### src/rtl/sc_speedtimer_if.sv
// Bus between the speed counter and the speed timer: the period load controls going in,
// the count, tick and done status coming back.
interface sc_speedtimer_if #(
    parameter int unsigned SPEEDTIMER_DATAWIDTH = 8
) ();

    logic [SPEEDTIMER_DATAWIDTH-1:0] SC_SPEEDTIMER_data_InBUS;
    logic                            SC_SPEEDTIMER_load_InLow;
    logic                            SC_SPEEDTIMER_enable_InLow;
    logic                            SC_SPEEDTIMER_oneshot_InLow;
    logic [SPEEDTIMER_DATAWIDTH-1:0] SC_SPEEDTIMER_data_OutBUS;
    logic                            SC_SPEEDTIMER_tick_Out;
    logic                            SC_SPEEDTIMER_done_Out;

    modport master (
        output SC_SPEEDTIMER_data_InBUS,
        output SC_SPEEDTIMER_load_InLow,
        output SC_SPEEDTIMER_enable_InLow,
        output SC_SPEEDTIMER_oneshot_InLow,
        input  SC_SPEEDTIMER_data_OutBUS,
        input  SC_SPEEDTIMER_tick_Out,
        input  SC_SPEEDTIMER_done_Out
    );

    modport slave (
        input  SC_SPEEDTIMER_data_InBUS,
        input  SC_SPEEDTIMER_load_InLow,
        input  SC_SPEEDTIMER_enable_InLow,
        input  SC_SPEEDTIMER_oneshot_InLow,
        output SC_SPEEDTIMER_data_OutBUS,
        output SC_SPEEDTIMER_tick_Out,
        output SC_SPEEDTIMER_done_Out
    );

endinterface

### src/rtl/sc_speedtimer.sv
// Programmable down-counting timer: loads a period, counts it down while enabled and
// emits a registered one-cycle tick on expiry, then reloads (periodic) or stops (one-shot).
module sc_speedtimer #(
    parameter int unsigned SPEEDTIMER_DATAWIDTH = 8
) (
    input  logic           SC_SPEEDTIMER_CLOCK_50,
    input  logic           SC_SPEEDTIMER_RESET_InLow,
    sc_speedtimer_if.slave bus_io
);

    localparam logic [SPEEDTIMER_DATAWIDTH-1:0] CntZero = '0;
    localparam logic [SPEEDTIMER_DATAWIDTH-1:0] CntOne  = SPEEDTIMER_DATAWIDTH'(1);

    typedef enum logic [1:0] {StIdle, StRun, StDone} state_e;

    state_e                          state_q, state_d;
    logic [SPEEDTIMER_DATAWIDTH-1:0] count_q, count_d;
    logic [SPEEDTIMER_DATAWIDTH-1:0] period_q, period_d;
    logic                            tick_q, tick_d;
    logic                            done_q, done_d;

    logic load, run_step, expire;

    assign load     = ~bus_io.SC_SPEEDTIMER_load_InLow;
    assign run_step = (state_q == StRun) && ~bus_io.SC_SPEEDTIMER_enable_InLow;
    // Only count==1 expires; count is never 0 in StRun because a zero load goes to StIdle.
    assign expire   = run_step && (count_q == CntOne);

    always_ff @(posedge SC_SPEEDTIMER_CLOCK_50 or negedge SC_SPEEDTIMER_RESET_InLow) begin
        if (!SC_SPEEDTIMER_RESET_InLow) begin
            state_q  <= StIdle;
            count_q  <= CntZero;
            period_q <= CntZero;
            tick_q   <= 1'b0;
            done_q   <= 1'b0;
        end else begin
            state_q  <= state_d;
            count_q  <= count_d;
            period_q <= period_d;
            tick_q   <= tick_d;
            done_q   <= done_d;
        end
    end

    always_comb begin
        state_d = state_q;
        if (load) begin
            state_d = (bus_io.SC_SPEEDTIMER_data_InBUS != CntZero) ? StRun : StIdle;
        end else begin
            unique case (state_q)
                StIdle:  state_d = StIdle;
                StRun:   if (expire && !bus_io.SC_SPEEDTIMER_oneshot_InLow) state_d = StDone;
                StDone:  state_d = StDone;
                default: state_d = StIdle;
            endcase
        end
    end

    always_comb begin
        count_d  = count_q;
        period_d = period_q;
        tick_d   = 1'b0;
        done_d   = done_q;
        if (load) begin
            // Load wins over a coincident expiry, so that tick is dropped.
            period_d = bus_io.SC_SPEEDTIMER_data_InBUS;
            count_d  = bus_io.SC_SPEEDTIMER_data_InBUS;
            done_d   = 1'b0;
        end else if (expire) begin
            tick_d = 1'b1;
            if (bus_io.SC_SPEEDTIMER_oneshot_InLow) begin
                count_d = period_q;
            end else begin
                count_d = CntZero;
                done_d  = 1'b1;
            end
        end else if (run_step && (count_q > CntOne)) begin
            count_d = count_q - CntOne;
        end
    end

    assign bus_io.SC_SPEEDTIMER_data_OutBUS = count_q;
    assign bus_io.SC_SPEEDTIMER_tick_Out    = tick_q;
    assign bus_io.SC_SPEEDTIMER_done_Out    = done_q;

endmodule

### src/flat_wrapper.sv
// flat-port wrapper written by rule: the top's interface ports become plain ports
module sc_speedtimer_flat 
#(
    parameter int unsigned SPEEDTIMER_DATAWIDTH = 8
)
  (SC_SPEEDTIMER_CLOCK_50, SC_SPEEDTIMER_RESET_InLow, bus_io_SC_SPEEDTIMER_data_InBUS, bus_io_SC_SPEEDTIMER_load_InLow, bus_io_SC_SPEEDTIMER_enable_InLow, bus_io_SC_SPEEDTIMER_oneshot_InLow, bus_io_SC_SPEEDTIMER_data_OutBUS, bus_io_SC_SPEEDTIMER_tick_Out, bus_io_SC_SPEEDTIMER_done_Out);
  sc_speedtimer_if #(.SPEEDTIMER_DATAWIDTH(SPEEDTIMER_DATAWIDTH)) bus_io_i ();
  input  logic SC_SPEEDTIMER_CLOCK_50;
  input  logic SC_SPEEDTIMER_RESET_InLow;
  input wire logic [$bits(bus_io_i.SC_SPEEDTIMER_data_InBUS)-1:0] bus_io_SC_SPEEDTIMER_data_InBUS;
  input wire logic [$bits(bus_io_i.SC_SPEEDTIMER_load_InLow)-1:0] bus_io_SC_SPEEDTIMER_load_InLow;
  input wire logic [$bits(bus_io_i.SC_SPEEDTIMER_enable_InLow)-1:0] bus_io_SC_SPEEDTIMER_enable_InLow;
  input wire logic [$bits(bus_io_i.SC_SPEEDTIMER_oneshot_InLow)-1:0] bus_io_SC_SPEEDTIMER_oneshot_InLow;
  output wire logic [$bits(bus_io_i.SC_SPEEDTIMER_data_OutBUS)-1:0] bus_io_SC_SPEEDTIMER_data_OutBUS;
  output wire logic [$bits(bus_io_i.SC_SPEEDTIMER_tick_Out)-1:0] bus_io_SC_SPEEDTIMER_tick_Out;
  output wire logic [$bits(bus_io_i.SC_SPEEDTIMER_done_Out)-1:0] bus_io_SC_SPEEDTIMER_done_Out;
  assign bus_io_i.SC_SPEEDTIMER_data_InBUS = bus_io_SC_SPEEDTIMER_data_InBUS;
  assign bus_io_i.SC_SPEEDTIMER_load_InLow = bus_io_SC_SPEEDTIMER_load_InLow;
  assign bus_io_i.SC_SPEEDTIMER_enable_InLow = bus_io_SC_SPEEDTIMER_enable_InLow;
  assign bus_io_i.SC_SPEEDTIMER_oneshot_InLow = bus_io_SC_SPEEDTIMER_oneshot_InLow;
  assign bus_io_SC_SPEEDTIMER_data_OutBUS = bus_io_i.SC_SPEEDTIMER_data_OutBUS;
  assign bus_io_SC_SPEEDTIMER_tick_Out = bus_io_i.SC_SPEEDTIMER_tick_Out;
  assign bus_io_SC_SPEEDTIMER_done_Out = bus_io_i.SC_SPEEDTIMER_done_Out;
  sc_speedtimer #(.SPEEDTIMER_DATAWIDTH(SPEEDTIMER_DATAWIDTH)) u_core (.SC_SPEEDTIMER_CLOCK_50(SC_SPEEDTIMER_CLOCK_50), .SC_SPEEDTIMER_RESET_InLow(SC_SPEEDTIMER_RESET_InLow), .bus_io(bus_io_i));
endmodule
### config.mk
export PLATFORM = sky130hd
export DESIGN_NAME = sc_speedtimer_flat
export DESIGN_NICKNAME = d
export VERILOG_FILES = /design/src/rtl/sc_speedtimer_if.sv /design/src/rtl/sc_speedtimer.sv /design/src/flat_wrapper.sv
export SDC_FILE = /design/constraint.sdc
export NUM_CORES = 1
export LEC_CHECK = 0
export CAP_MARGIN = 20
export CORE_ASPECT_RATIO = 1.5
export CORE_UTILIZATION = 50
export CTS_CLUSTER_SIZE = 20
export DETAILED_ROUTE_END_ITERATION = 12
export PLACE_DENSITY = 0.77
export SYNTH_ARGS = -nofsm -noshare
export SYNTH_HDL_FRONTEND = slang
export SYNTH_SLANG_ARGS = --single-unit
### constraint.sdc
create_clock -name SC_SPEEDTIMER_CLOCK_50 -period 2.55 [get_ports SC_SPEEDTIMER_CLOCK_50]
set_clock_uncertainty 0.15 [all_clocks]
set_input_delay 0.3825 -clock SC_SPEEDTIMER_CLOCK_50 [delete_from_list [all_inputs] [get_ports SC_SPEEDTIMER_CLOCK_50]]
set_output_delay 0.3825 -clock SC_SPEEDTIMER_CLOCK_50 [all_outputs]
set_load 0.1 [all_outputs]
==> run summary <==
max-cap viol count: 0
Max IR drop VDD: 0.3654 mV
Yosys warning count: 0
Num CTS Buffers: 3
Synthesized Nets: 141
delay-heaviest family, CP: simple AND/OR/NAND/NOR gates
Core ar.: 2233 sq um
part of the cycle the worst path needs: 91.36%
Slowest cell on crit path: or3b_2
ys async rst share: 100.0%
Initial Util: 53.56%
syn avg cell area: 9.569 sq um
RSZ-0062 raised after global routing: false
leakage: 0.6281 nW
detail-routed via count per cell: 6.523
synthesized instance count: 125
Synth area leader: dfrtp_1
placed cell area: 1430 sq um
post-route ant nets: 0
post-synthesis sequential area ratio: 41.84%
first-pass GRT wire length: 5.057 mm
combinational share of power: 39.6%
status: completed
Startpoint Class: flop
pin count of the biggest net entering global routing: 21
final hold slack: 0.2550 ns
critical path type: reg2reg
final hold violation count: 0
min Tclk post-route: 2.330 ns
Crit. path cell count: 6
CTS tree: built
RePlAce Congestion: 0.8733
crit end category: flop
total die area: 2596 sq um
wire length per cell: 16.78 um
initial antenna violation count: 0
n_diodes: 0
setup ws final: 0.2204 ns
Post-synth EDFFs: 0
DIE WIDTH: 41.94 um
post-CTS setup buffer count: 0
worst slew pin tran: 0.4596 ns
drt drc: 0
placed cell count: 170
DP Worst Slack: 0.2785 ns
Die Y: 61.91 um
Hold Path Class: in2async
H-Tree Depth: 1
DR vias: 1,135
Flop pwr share: 43.0%
Cell Rows: 21
Sw Share: 42.48%
DP HPWL: 2.225 mm
Starting DRT DRC Count: 52
synthesized area: 1196 sq um
Reg clk slew, reported paths: 0.12 ns
Worst EP required: 2.60 ns
GRT overflow: 0
Post-CTS Hold Fix Bufs: 0
clock power share: 17.4%
Slew HR: 68.96%
all-layer global routing usage: 25.83%
Fin Setup TNS: 0 ns
net switching power: 0.3914 mW
Final Cell Area: 1456 sq um
post-cts sizing count: 0
reg2reg path depth: 6
max frequency: 429.3 MHz
Setup Viol. Count Final: 0
io pins: 23
clk sinks: 20
ys flop type: dfrtp_1
Cell variety after synth: 48
CP arrival: 2.38 ns
Nets: 168
Pins Over Slew Limit: 0
Internal: 0.5299 mW
Root Driver: clkbuf_4
crit-path cells: inv_1 > ha_1 > or3b_2 > o31a_1 > nand2b_1 > o22a_1
Yosys top cell area share: 41.84%
final wirelength: 2.919 mm
Layout Area Growth over Synthesis: 21.76%
Cell Count, Final, Fillers Out: 174
Clock Tree Buf Depth: 2
Pre-antenna DRT Iters: 4
top post-synthesis cells by area: dfrtp_1 (42%), mux2_2 (3.8%), nand2_1 (3.8%)
port bufs: 22
Worst path max stage delay: 0.49 ns
pwr dens: 632.6 nW/um^2
vias in the first global route: 1,123
worst skew pair latency: 0.31 ns
biggest fanout along the worst timing path: 8
#FFs+latches synth: 20
Worst Path Buf+Inv: 1
layout cells sized above 1: 18.54%
==> metal layers <==
| layer | wire, um | part of all wire [%] | up-vias | GRT usage, % |
|---|---|---|---|---|
| li1 | - | - | 528 | - |
| met1 | 1183 | 41 | 535 | 31.41 |
| met2 | 1492 | 51 | 60 | 44.42 |
| met3 | 167 | 5.7 | 12 | 3.179 |
| met4 | 75 | 2.6 | 0 | 15.67 |
| met5 | 0 | 0 | - | 0 |
==> registers in the layout, summed over array words and instances (netlist names) <==
signal,flops
u_core.period_q,8
u_core.bus_io.SC_SPEEDTIMER_data_OutBUS,8
u_core.bus_io.SC_SPEEDTIMER_done_Out,1
u_core.bus_io.SC_SPEEDTIMER_tick_Out,1
u_core.state_q,2
==> synth_stat cells (all sizes together) (3+ instances only) <==
library cell	count
dfrtp	20
inv	6
ha	3
o21ai	5
nor2	8
a221oi	3
or4	3
mux2	4
clkbuf	3
a21oi	8
nor3	4
and2	3
nand2	12
nor2b	5
nor4	3
==> final timing paths <==
path / end / from / slack, ns
max: u_core.bus_io.SC_SPEEDTIMER_data_OutBUS[3]$_DFFE_PN0P_ / u_core.bus_io.SC_SPEEDTIMER_data_OutBUS[0]$_DFFE_PN0P_ / 0.22
min: u_core.period_q[0]$_DFFE_PN0N_ / SC_SPEEDTIMER_RESET_InLow / 0.25
max reg2reg: u_core.bus_io.SC_SPEEDTIMER_data_OutBUS[3]$_DFFE_PN0P_ / u_core.bus_io.SC_SPEEDTIMER_data_OutBUS[0]$_DFFE_PN0P_ / 0.22
min reg2reg: u_core.period_q[0]$_DFFE_PN0N_ / u_core.period_q[0]$_DFFE_PN0N_ / 0.35
max in group asynchronous: u_core.bus_io.SC_SPEEDTIMER_data_OutBUS[6]$_DFFE_PN0P_ / SC_SPEEDTIMER_RESET_InLow / 1.77
min in group SC_SPEEDTIMER_CLOCK_50: u_core.period_q[0]$_DFFE_PN0N_ / u_core.period_q[0]$_DFFE_PN0N_ / 0.35
==> layout by cell type (no fill, tap or decap), types with 3 or more instances in the layout <==
master and n:
nor3_1 4, and2_1 3, inv_1 6, mux2_2 4, nor2b_1 5, a21oi_1 8, o21ai_0 4, dfrtp_1 18
nand2_1 12, clkbuf_4 3, ha_1 3, buf_4 14, clkdlybuf4s50_1 12, nor2_1 8
==> power groups by stage <==
stage | logic, mW | registers (mW) | clock network, mW
floorplan | 0.150 | 0.515 | 0
global placement | 0.356 | 0.397 | 0
detailed placement | 0.363 | 0.400 | 0
CTS | 0.363 | 0.394 | 0.163
global route | 0.389 | 0.403 | 0.175
finish | 0.365 | 0.396 | 0.160
==> cell type report <==
type / instances / area (sq um)
clock buffer: 4 / 26.28
fill: 183 / 777.0
inverter: 7 / 26.28
multi-input combinational: 94 / 646.9
sequential: 20 / 503.0
tap: 23 / 28.78
timing repair buffer: 26 / 225.2
==> kinds of logic after synthesis <==
kind of cell,share of synthesized area [%]
AOI/OAI and AO/OA,24.90
adders and majority gates,3.138
buffers and inverters,4.079
DFF,41.84
muxes,3.765
and+or+nand+nor,22.28
==> per-stage QoR <==
stage | utilization [%] | power (mW)
floorplan | - | 0.6655
global placement | 64.03 | 0.7532
detailed placement | 64.03 | 0.7634
CTS | 65.21 | 0.9204
global route | 65.21 | 0.9672
finish | 65.21 | 0.9213
(Power assumes the default switching activity.)
